## config.mk

```make
export PLATFORM = sky130hd
export DESIGN_NAME = sharp_frame_ctrl_flat
export DESIGN_NICKNAME = d
export VERILOG_FILES = /design/src/rtl/sharp_frame_ctrl_pkg.sv /design/src/rtl/sharp_frame_ctrl_if.sv /design/src/rtl/sharp_frame_ctrl_frame_stat_cnt.sv /design/src/rtl/sharp_frame_ctrl.sv /design/src/flat_wrapper.sv
export SDC_FILE = /design/constraint.sdc
export NUM_CORES = 1
export LEC_CHECK = 0
export ABC_AREA = 1
export CORE_ASPECT_RATIO = 0.5
export CORE_MARGIN = 2
export CORE_UTILIZATION = 47
export CTS_CLUSTER_DIAMETER = 30
export DETAILED_ROUTE_END_ITERATION = 8
export MAX_ROUTING_LAYER = met4
export PLACE_DENSITY = 0.85
export REMOVE_ABC_BUFFERS = 1
export SETUP_SLACK_MARGIN = 0.5
export SLEW_MARGIN = 0
export SYNTH_ARGS = -nofsm -noshare
export SYNTH_HDL_FRONTEND = slang
export SYNTH_HIERARCHICAL = 1
export SYNTH_SLANG_ARGS = --single-unit
```

## constraint.sdc

```tcl
create_clock -name clk -period 2.27 [get_ports clk]
set_input_delay 0.5675 -clock clk [delete_from_list [all_inputs] [get_ports clk]]
set_output_delay 0.5675 -clock clk [all_outputs]
set_load 0.05 [all_outputs]
```

## src/rtl/sharp_frame_ctrl_pkg.sv

```systemverilog
// Shared definitions for the sharpening-filter frame controller: FSM encoding
// and default parameter values.
package sharp_frame_ctrl_pkg;

  localparam int unsigned COEF_WIDTH_DEF = 8;
  localparam int unsigned CNT_WIDTH_DEF  = 16;

  typedef enum logic [1:0] {
    IDLE     = 2'd0,
    IN_FRAME = 2'd1,
    DRAIN    = 2'd2
  } state_t;

endpackage

```

## src/rtl/sharp_frame_ctrl_if.sv

```systemverilog
// Stream taps around the sharpening filter: upstream 3x3 handshake, gated
// filter-input handshake and the monitored filter-output stream.
interface sharp_frame_ctrl_if;

  logic up_val;
  logic up_rdy;
  logic up_sof;
  logic up_eof;
  logic up_sol;
  logic up_eol;
  logic flt_val;
  logic flt_rdy;
  logic flo_val;
  logic flo_rdy;
  logic flo_eof;

  // Environment side: drives the upstream stream and the filter taps.
  modport master (
    output up_val, up_sof, up_eof, up_sol, up_eol, flt_rdy, flo_val, flo_rdy, flo_eof,
    input  up_rdy, flt_val
  );

  // Controller side: observes everything, drives only the gated handshake.
  modport slave (
    input  up_val, up_sof, up_eof, up_sol, up_eol, flt_rdy, flo_val, flo_rdy, flo_eof,
    output up_rdy, flt_val
  );

endinterface

```

## src/rtl/sharp_frame_ctrl_frame_stat_cnt.sv

```systemverilog
// Reusable frame/line statistics: running line counter, last-frame line latch
// and wrapping completed-frame counter.
module frame_stat_cnt #(
  parameter int unsigned W = 16
) (
  input  logic         clk,
  input  logic         rst_n,
  input  logic         line_clr,
  input  logic         line_inc,
  input  logic         line_latch,
  input  logic         frame_inc,
  output logic [W-1:0] sts_lines,
  output logic [W-1:0] sts_frames
);

  logic [W-1:0] line_cnt;
  logic [W-1:0] line_nxt;

  // A sof beat that also carries eol restarts the count and counts itself.
  assign line_nxt = (line_clr ? '0 : line_cnt) + {{(W-1){1'b0}}, line_inc};

  // NOTE: sequential state uses non-blocking assignments so every register
  // samples pre-edge values regardless of process evaluation order.
  always_ff @(posedge clk or negedge rst_n) begin
    if (!rst_n) begin
      line_cnt   <= '0;
      sts_lines  <= '0;
      sts_frames <= '0;
    end else begin
      if (line_clr || line_inc) line_cnt   <= line_nxt;
      if (line_latch)           sts_lines  <= line_nxt;
      if (frame_inc)            sts_frames <= sts_frames + 1'b1;
    end
  end

endmodule

```

## src/rtl/sharp_frame_ctrl.sv

```systemverilog
// Frame-synchronous scheduler for the sharpening filter: commits shadowed
// coefficient writes only between drained frames and flags framing errors.
module sharp_frame_ctrl
  import sharp_frame_ctrl_pkg::*;
#(
  parameter int unsigned COEF_WIDTH = COEF_WIDTH_DEF,
  parameter int unsigned CNT_WIDTH  = CNT_WIDTH_DEF
) (
  input  logic                  clk,
  input  logic                  rst_n,
  input  logic                  cfg_wr,
  input  logic [COEF_WIDTH-1:0] cfg_coef,
  input  logic                  cfg_en,
  input  logic                  cfg_clr_err,
  sharp_frame_ctrl_if.slave     bus,
  output logic [COEF_WIDTH-1:0] ctl_coef,
  output logic                  sts_busy,
  output logic                  sts_pend,
  output logic [CNT_WIDTH-1:0]  sts_frames,
  output logic [CNT_WIDTH-1:0]  sts_lines,
  output logic                  err_sof,
  output logic                  err_orph
);

  state_t                state, state_nxt;
  logic [COEF_WIDTH-1:0] shadow_coef;
  logic                  shadow_en;
  logic                  pend;
  logic                  in_x, out_x, out_eof;
  logic                  hold, commit;
  logic                  set_sof_err, set_orph_err;

  assign in_x    = bus.up_val & bus.up_rdy;
  assign out_x   = bus.flo_val & bus.flo_rdy;
  assign out_eof = out_x & bus.flo_eof;

  // Input is held off while a frame drains and for the one commit cycle.
  assign hold        = (state == DRAIN) | ((state == IDLE) & pend);
  assign bus.flt_val = bus.up_val & ~hold;
  assign bus.up_rdy  = bus.flt_rdy & ~hold;
  assign commit      = (state == IDLE) & pend;

  always_ff @(posedge clk or negedge rst_n) begin
    if (!rst_n) state <= IDLE;
    else        state <= state_nxt;
  end

  // NOTE: every output of this block gets a default first, so no path can
  // leave a signal unassigned and infer a latch.
  always_comb begin
    state_nxt    = state;
    set_sof_err  = 1'b0;
    set_orph_err = 1'b0;
    unique case (state)
      IDLE: begin
        if (in_x) begin
          if (bus.up_sof) state_nxt = bus.up_eof ? DRAIN : IN_FRAME;
          else            set_orph_err = 1'b1;
        end
      end
      IN_FRAME: begin
        if (in_x) begin
          set_sof_err = bus.up_sof;
          if (bus.up_eof) state_nxt = DRAIN;
        end
      end
      DRAIN: begin
        if (out_eof) state_nxt = IDLE;
      end
      default: state_nxt = IDLE;
    endcase
  end

  // NOTE: the shadow is reset like any other control register; a write that
  // is pending when reset hits is deliberately discarded.
  always_ff @(posedge clk or negedge rst_n) begin
    if (!rst_n) begin
      shadow_coef <= '0;
      shadow_en   <= 1'b0;
      pend        <= 1'b0;
      ctl_coef    <= '0;
    end else begin
      // A write on the commit edge wins: pend stays set for a second commit.
      if (cfg_wr) begin
        shadow_coef <= cfg_coef;
        shadow_en   <= cfg_en;
        pend        <= 1'b1;
      end else if (commit) begin
        pend <= 1'b0;
      end
      if (commit) ctl_coef <= shadow_en ? shadow_coef : '0;
    end
  end

  always_ff @(posedge clk or negedge rst_n) begin
    if (!rst_n) begin
      err_sof  <= 1'b0;
      err_orph <= 1'b0;
    end else begin
      if (set_sof_err)      err_sof <= 1'b1;
      else if (cfg_clr_err) err_sof <= 1'b0;
      if (set_orph_err)     err_orph <= 1'b1;
      else if (cfg_clr_err) err_orph <= 1'b0;
    end
  end

  assign sts_busy = (state != IDLE);
  assign sts_pend = pend;

  frame_stat_cnt #(.W(CNT_WIDTH)) u_stat (
    .clk        (clk),
    .rst_n      (rst_n),
    .line_clr   (in_x & bus.up_sof),
    .line_inc   (in_x & bus.up_eol & ((state != IDLE) | bus.up_sof)),
    .line_latch (in_x & bus.up_eof),
    .frame_inc  (out_eof),
    .sts_lines  (sts_lines),
    .sts_frames (sts_frames)
  );

endmodule

```

## src/flat_wrapper.sv

```systemverilog
// flat-port wrapper written by rule: the top's interface ports become plain ports
module sharp_frame_ctrl_flat import sharp_frame_ctrl_pkg::*;
#(
  parameter int unsigned COEF_WIDTH = COEF_WIDTH_DEF,
  parameter int unsigned CNT_WIDTH  = CNT_WIDTH_DEF
)
  (clk, rst_n, cfg_wr, cfg_coef, cfg_en, cfg_clr_err, ctl_coef, sts_busy, sts_pend, sts_frames, sts_lines, err_sof, err_orph, bus_up_val, bus_up_sof, bus_up_eof, bus_up_sol, bus_up_eol, bus_flt_rdy, bus_flo_val, bus_flo_rdy, bus_flo_eof, bus_up_rdy, bus_flt_val);
  sharp_frame_ctrl_if bus_i ();
  input  logic clk;
  input  logic rst_n;
  input  logic cfg_wr;
  input  logic [COEF_WIDTH-1:0] cfg_coef;
  input  logic cfg_en;
  input  logic cfg_clr_err;
  output logic [COEF_WIDTH-1:0] ctl_coef;
  output logic sts_busy;
  output logic sts_pend;
  output logic [CNT_WIDTH-1:0] sts_frames;
  output logic [CNT_WIDTH-1:0] sts_lines;
  output logic err_sof;
  output logic err_orph;
  input wire logic [$bits(bus_i.up_val)-1:0] bus_up_val;
  input wire logic [$bits(bus_i.up_sof)-1:0] bus_up_sof;
  input wire logic [$bits(bus_i.up_eof)-1:0] bus_up_eof;
  input wire logic [$bits(bus_i.up_sol)-1:0] bus_up_sol;
  input wire logic [$bits(bus_i.up_eol)-1:0] bus_up_eol;
  input wire logic [$bits(bus_i.flt_rdy)-1:0] bus_flt_rdy;
  input wire logic [$bits(bus_i.flo_val)-1:0] bus_flo_val;
  input wire logic [$bits(bus_i.flo_rdy)-1:0] bus_flo_rdy;
  input wire logic [$bits(bus_i.flo_eof)-1:0] bus_flo_eof;
  output wire logic [$bits(bus_i.up_rdy)-1:0] bus_up_rdy;
  output wire logic [$bits(bus_i.flt_val)-1:0] bus_flt_val;
  assign bus_i.up_val = bus_up_val;
  assign bus_i.up_sof = bus_up_sof;
  assign bus_i.up_eof = bus_up_eof;
  assign bus_i.up_sol = bus_up_sol;
  assign bus_i.up_eol = bus_up_eol;
  assign bus_i.flt_rdy = bus_flt_rdy;
  assign bus_i.flo_val = bus_flo_val;
  assign bus_i.flo_rdy = bus_flo_rdy;
  assign bus_i.flo_eof = bus_flo_eof;
  assign bus_up_rdy = bus_i.up_rdy;
  assign bus_flt_val = bus_i.flt_val;
  sharp_frame_ctrl #(.COEF_WIDTH(COEF_WIDTH), .CNT_WIDTH(CNT_WIDTH)) u_core (.clk(clk), .rst_n(rst_n), .cfg_wr(cfg_wr), .cfg_coef(cfg_coef), .cfg_en(cfg_en), .cfg_clr_err(cfg_clr_err), .bus(bus_i), .ctl_coef(ctl_coef), .sts_busy(sts_busy), .sts_pend(sts_pend), .sts_frames(sts_frames), .sts_lines(sts_lines), .err_sof(err_sof), .err_orph(err_orph));
endmodule
```

==> run summary, run 1 <==
I/O Pins -> 68
VDD IR max -> 0.000470 V
Slew headroom -> 0.673
final worst slack -> 0.0769 ns
Post-Route Setup TNS -> 0 ns
first-pass GRT wire length -> 17.2 mm
dominant cells by area after synthesis -> dfrtp_1 50%, nand2_1 16%, nand3_1 6.9%
most frequent cell after synthesis -> nand2_1
Die Height -> 64.9 µm
FF-to-FF End -> u_core/u_stat/line_cnt[6]
worst skew pair latency -> 0.33 ns
WP buf/inv -> 2
Starting Density -> 0.480
Hold Fails Final Rpt -> 0
Reg power frac -> 0.309
CTS root buf -> clkbuf_16
CP max FO -> 4
Yosys top cell area share -> 0.502
Hold WC Path Type -> input port to asynchronous set/reset pin
NumNets Final -> 586
cell mode on critical path -> nor2_4
Logic pwr share -> 0.422
Setup crit end kind -> flop
initial DRC count -> 469
Final GP Congestion -> 0.866
data required time of the worst path -> 2.52 ns
R2R setup slack -> 0.08 ns
full die area -> 8170 µm²
total wire length -> 11.9 mm
aggregate global-route resource usage -> 0.277
pre-CTS WS -> -0.379 ns
antenna violations before repair -> 1
synth cell count leaders -> 152 x nand2_1, 70 x dfrtp_1, 48 x nand3_1, 39 x inv_1, 26 x nor2_1
share of cells above drive strength 1 -> 0.378
FF+latch count, synth -> 70
Pwr Density -> 990 nW/µm²
area grow syn2layout -> 54.7%
max-slew violations -> 0
Sw Pwr -> 2.20 mW
critical path type -> flop to flop
final hold slack -> 0.248 ns
pin count of the biggest net entering global routing -> 71
CORE AREA -> 7270 µm²
WL per Instance -> 17.9 µm
DP Area -> 4440 µm²
dpl cells -> 607
vias in the first global route -> 3593
unrepaired setup endpoints after global routing -> yes
status -> finished clean
crit path cell chain -> buf_4, buf_12, nor2_4, nand2_2, nand2_2, nor2_4, ha_4, ha_4, nand4_4, nor2_4, xor2_2, nand2_1, o21ai_1
input/output buffers -> 66
r2r worst-path depth -> 13
FP Rows -> 22
area leader, netlist -> dfrtp_1
CTS H-tree lvls -> 3
sequential area share after synthesis -> 0.502
Reg2Reg Launch Point -> u_core/state[1]
Switching Share -> 0.411
startpoint class of the critical path -> flop
Final HPWL DP -> 5.43 mm
Filler cells -> 423
Top FF cell, synth -> dfrtp_1
Non-Filler Instances -> 663
YS warnings -> 6
Cells after Synth -> 427
Post-synth EDFFs -> 0
CP max-delay cell -> dfrtp_2
die width -> 126 µm
Setup-failing EPs final -> 0
fin crit period -> 2.19 ns
CTS Buf Count -> 9
Synth Cell Area -> 3490 µm²
remaining global-route overflow -> 0
Setup Skew -> 0.00491 ns
clock network power share -> 0.269
vias per std cell -> 5.60
First-pass DRT Iterations -> 5
residual DRC count -> 0
crit share post-route -> 0.966
synth unique cells -> 31
Max-cap violations -> 0
Clock Sinks -> 70
Mean Syn Cell Area -> 8.17 µm²
family with the most delay on the worst path -> simple AND/OR/NAND/NOR gates
Int Pwr -> 3.15 mW
Reg clk slew, reported paths -> 0.06 ns
CTS tree -> done
LEAKAGE -> 2.70 nW
Final Instance Area -> 5400 µm²
asr flop ratio synth -> 1.00
Vias -> 3710
CP Data Arrival Time -> 2.44 ns
post-route ant nets -> 0
fmax -> 456 MHz
maximum root-to-sink buffer count -> 2
crit-path max cell delay -> 0.38 ns
actual slew at the worst max-slew pin -> 0.492 ns
-- cell type report --
cell class | count | area, µm² | area share
Antenna cell | 1 | 2.50 | 0.000464
Clock inverter | 6 | 70.1 | 0.0130
Sequential cell | 70 | 1750 | 0.325
Clock buffer | 10 | 239 | 0.0443
Timing Repair Buffer | 131 | 1200 | 0.222
Multi-Input combinational cell | 306 | 1840 | 0.341
Tap cell | 96 | 120 | 0.0223
Inverter | 43 | 174 | 0.0322
-- power by group through the flow --
stage	combinational [mW]	clock [mW]	sequential (mW)
after floorplan	0.601	0	2.15
after global placement	1.75	0	1.64
after detailed placement	1.78	0	1.65
after CTS	2.09	1.44	1.63
after global routing	2.35	1.51	1.68
final	2.26	1.44	1.65
-- layout by cell type, fill, tap and decap left out, types with 2 or more instances in the layout --
master,n
dlygate4sd2_1,3
inv_1,32
nand3_2,24
buf_2,6
nor2_1,18
nand4_1,7
nand2_4,2
a21oi_1,6
xor2_1,7
xor2_2,3
buf_12,8
nand2_1,136
nor2_8,3
nand3_4,2
o21ai_1,8
clkdlybuf4s50_1,14
dfrtp_1,69
inv_2,7
nand3_1,26
nor2_4,16
clkbuf_2,22
inv_6,2
xnor2_1,3
clkinvlp_4,3
buf_4,46
clkbuf_16,9
clkdlybuf4s15_2,13
clkdlybuf4s15_1,3
buf_6,12
dlymetal6s2s_1,2
o21ai_2,3
o21ai_0,12
clkinv_1,2
nor2_2,4
ha_4,2
nand2_2,18
-- flip-flops by register name, indices dropped and copies added, names as in the netlist --
signal                    flops
u_core/u_stat/sts_lines      16
u_core/err_orph               1
u_core/err_sof                1
u_core/shadow_coef            8
u_core/sts_pend               1
u_core/ctl_coef               8
u_core/u_stat/sts_frames     16
u_core/u_stat/line_cnt       16
u_core/state                  2
u_core/shadow_en              1
-- how the worst max path moves through the flow --
stage                          startpoint                           to  cells after the start
final                     u_core/state[1]    u_core/u_stat/line_cnt[6]                     13
after detailed placement       bus_up_sof   u_core/u_stat/line_cnt[10]                     12
after global routing      u_core/state[1]    u_core/u_stat/line_cnt[6]                     13
after CTS                 u_core/state[1]  u_core/u_stat/sts_lines[15]                     14
after floorplan           u_core/sts_pend    u_core/u_stat/line_cnt[6]                     12
after global placement         bus_up_sof  u_core/u_stat/sts_lines[12]                     12
-- cell families (layout without fill, tap and decap cells) --
group | count (synthesis) | after routing | synth area share
buffers and inverters | 52 | 190 | 0.0628
adders and majority gates | 3 | 3 | 0.0108
xor gates and xnor gates | 14 | 14 | 0.0373
other | 0 | 1 | 0
and+or+nand+nor | 256 | 257 | 0.338
AOI/OAI and AO/OA | 32 | 32 | 0.0491
DFF | 70 | 70 | 0.502
-- layer usage --
metal | wire [µm] | GRT usage | vias to the layer above
li1 | - | - | 1622
met1 | 4450 | 0.305 | 1787
met2 | 5980 | 0.468 | 232
met3 | 835 | 0.0644 | 69
met4 | 634 | 0.170 | 0
met5 | 0 | - | -
-- timing repair --
| action | in CTS | in global routing |
|---|---|---|
| setup endpoints to repair | 80 | 67 |
| hold buffers | 0 | 0 |
| pin swaps | 36 | 37 |
| gates cloned | 2 | 0 |
| resized for setup | 188 | 69 |
| buffers inserted | 23 | 14 |
-- worst reg2reg max path, delay by kind of cell (launching register included) --
kind / cells / cell delay, ns
buffers and inverters: 2 / 0.23
and+or+nand+nor: 7 / 0.83
adders and majority gates: 2 / 0.37
DFF: 1 / 0.38
xor gates and xnor gates: 1 / 0.19
AOI/OAI and AO/OA: 1 / 0.12
-- per-stage QoR --
stage / utilization / power (mW)
global route: 0.743 / 5.54
finish: 0.743 / 5.34
detailed placement: 0.611 / 3.43
floorplan: - / 2.75
global placement: 0.611 / 3.39
CTS: 0.728 / 5.16
Power figures use the tool's default switching activity.
==> run 2: changes to the inputs <==
--- a/config.mk
+++ b/config.mk
@@ -6,7 +6,7 @@
 export NUM_CORES = 1
 export LEC_CHECK = 0
 export ABC_AREA = 1
-export CORE_ASPECT_RATIO = 0.5
+export CORE_ASPECT_RATIO = 1.4
 export CORE_MARGIN = 2
 export CORE_UTILIZATION = 47
 export CTS_CLUSTER_DIAMETER = 30
==> run summary, run 2 (same netlist as run 1, synthesis figures left out) <==
CTS tree -> done
total power -> 4.61 mW
maximum root-to-sink buffer count -> 2
Filler cells -> 549
pin count of the biggest net entering global routing -> 41
cts hold-fix bufs -> 0
I/O Pins -> 68
Hold WC Path Type -> input port to asynchronous set/reset pin
share of cells above drive strength 1 -> 0.322
input/output buffers -> 66
WL per Instance -> 14.5 µm
clock network power share -> 0.192
crit share post-route -> 0.921
post-route ant nets -> 0
sequential cell area -> 1750 µm²
dpl cells -> 609
Pwr Density -> 904 nW/µm²
biggest registers after layout -> u_core/u_stat/line_cnt (16), u_core/u_stat/sts_frames (16), u_core/u_stat/sts_lines (16)
VDD IR max -> 0.000618 V
Slew headroom -> 0.723
Int Pwr -> 2.65 mW
fin crit period -> 2.09 ns
Setup-failing EPs final -> 0
most frequent cells in the layout -> 142 x nand2_1, 70 x dfrtp_1, 34 x buf_4
vias in the first global route -> 3300
CORE AREA -> 7270 µm²
startpoint class of the critical path -> flop
Reg clk slew, reported paths -> 0.07 ns
fin util -> 0.702
unrepaired setup endpoints after global routing -> yes
Max-cap violations -> 0
R2R setup slack -> 0.18 ns
initial DRC count -> 314
status -> finished clean
Vias -> 3339
crit path cell chain -> o21ai_4, nand3_4, nor2_4, ha_4, nand2_1, nor2_2, nand2_2, nor2_4, nand2_2, nand2_2, nand3_2, nand2_1
Setup Skew -> 0.00612 ns
total wire length -> 9.34 mm
antenna violations before repair -> 0
Reg power frac -> 0.359
CTS root buf -> clkbuf_8
Die Height -> 106 µm
CP max FO -> 7
Switching Share -> 0.426
Clock Sinks -> 70
area grow syn2layout -> 46.3%
most common cell after layout, fill and taps aside -> nand2_1
full die area -> 8140 µm²
max-slew violations -> 0
Final GP Congestion -> 0.834
worst skew pair latency -> 0.34 ns
Logic pwr share -> 0.448
vias per std cell -> 5.19
FF-to-FF End -> u_core/u_stat/sts_lines[11]
ANT cells -> 0
Final Instance Area -> 5100 µm²
CP Data Arrival Time -> 2.37 ns
CP max-delay cell -> dfrtp_1
CTS H-tree lvls -> 3
Reg2Reg Launch Point -> u_core/state[1]
remaining global-route overflow -> 0
area of the multi-input gates -> 1800 µm²
First-pass DRT Iterations -> 5
fmax -> 478 MHz
aggregate global-route resource usage -> 0.231
FP Rows -> 37
residual DRC count -> 0
Final HPWL DP -> 5.94 mm
cell mode on critical path -> nand2_2
Non-Filler Instances -> 643
Hold Fails Final Rpt -> 0
Setup crit end kind -> flop
crit-path max cell delay -> 0.42 ns
data required time of the worst path -> 2.55 ns
CTS Buf Count -> 9
LEAKAGE -> 2.50 nW
first-pass GRT wire length -> 14.5 mm
NumNets Final -> 567
DP Area -> 4460 µm²
die width -> 76.8 µm
actual slew at the worst max-slew pin -> 0.415 ns
Starting Density -> 0.480
Post-Route Setup TNS -> 0 ns
r2r worst-path depth -> 12
Sw Pwr -> 1.97 mW
critical path type -> flop to flop
==> run 2: final cells by class <==
type / count / share of cell area
clock buffer: 14 / 0.0319
clock inverter: 1 / 0.000981
inverter: 43 / 0.0336
multi-input combinational: 306 / 0.353
sequential: 70 / 0.343
tap: 97 / 0.0238
timing repair buffer: 112 / 0.213
==> run 2: how the worst max path moves through the flow <==
| stage | start | endpoint | slack (ns) | cells past startpoint |
|---|---|---|---|---|
| after floorplan | u_core/sts_pend | u_core/u_stat/line_cnt[6] | -0.45 | 12 |
| after global routing | u_core/state[1] | u_core/u_stat/line_cnt[5] | 0.07 | 13 |
| after CTS | u_core/sts_pend | u_core/u_stat/line_cnt[12] | 0.18 | 10 |
| after global placement | bus_flt_rdy | u_core/u_stat/sts_lines[12] | -0.30 | 10 |
| after detailed placement | bus_flt_rdy | u_core/u_stat/line_cnt[12] | -0.37 | 10 |
| final | u_core/state[1] | u_core/u_stat/sts_lines[11] | 0.18 | 12 |
==> run 2: power groups by stage <==
stage	Clock [mW]	Combinational [mW]	Sequential, mW
3_5_place_dp	0	1.81	1.66
6_report	0.887	2.07	1.66
3_3_place_gp	0	1.77	1.65
5_1_grt	0.974	2.19	1.69
4_1_cts	0.909	1.89	1.64
2_1_floorplan	0	0.601	2.15
==> run 2: critical path: cells and delay by family, from the launching register on <==
kind	cells	cell delay (ns)
AND/OR/NAND/NOR	10	1.21
flip-flops	1	0.42
AO/OA/AOI/OAI	1	0.23
adder cells (fa/ha/maj)	1	0.17
==> run 2: timing repair <==
item | in CTS | in global routing
gates resized for setup | 178 | 60
hold endpoints to repair | 0 | 0
cloned | 1 | 0
setup buffers | 7 | 11
pin swaps | 22 | 36
endpoints found under the setup margin | 78 | 43
==> run 2: stage by stage <==
stage	worst slack (ns)	hold slack (ns)
final	0.179	0.151
after global routing	0.0744	0.158
after CTS	0.176	0.145
after detailed placement	-0.374	0.462
after global placement	-0.305	0.454
after floorplan	-0.446	0.272
==> run 2: routing by layer <==
metal | track usage | share of wire
met5 | - | 0
met4 | 0.121 | 0.027
met3 | 0.0467 | 0.040
met2 | 0.410 | 0.55
met1 | 0.239 | 0.38
==> run 3: changes to the inputs <==
--- a/config.mk
+++ b/config.mk
@@ -9,7 +9,7 @@
 export CORE_ASPECT_RATIO = 1.4
 export CORE_MARGIN = 2
 export CORE_UTILIZATION = 47
-export CTS_CLUSTER_DIAMETER = 30
+export CTS_CLUSTER_DIAMETER = 200
 export DETAILED_ROUTE_END_ITERATION = 8
 export MAX_ROUTING_LAYER = met4
 export PLACE_DENSITY = 0.85
==> results of run 3 <==
No change in the layout: final DEF, timing and power equal those of run 2.
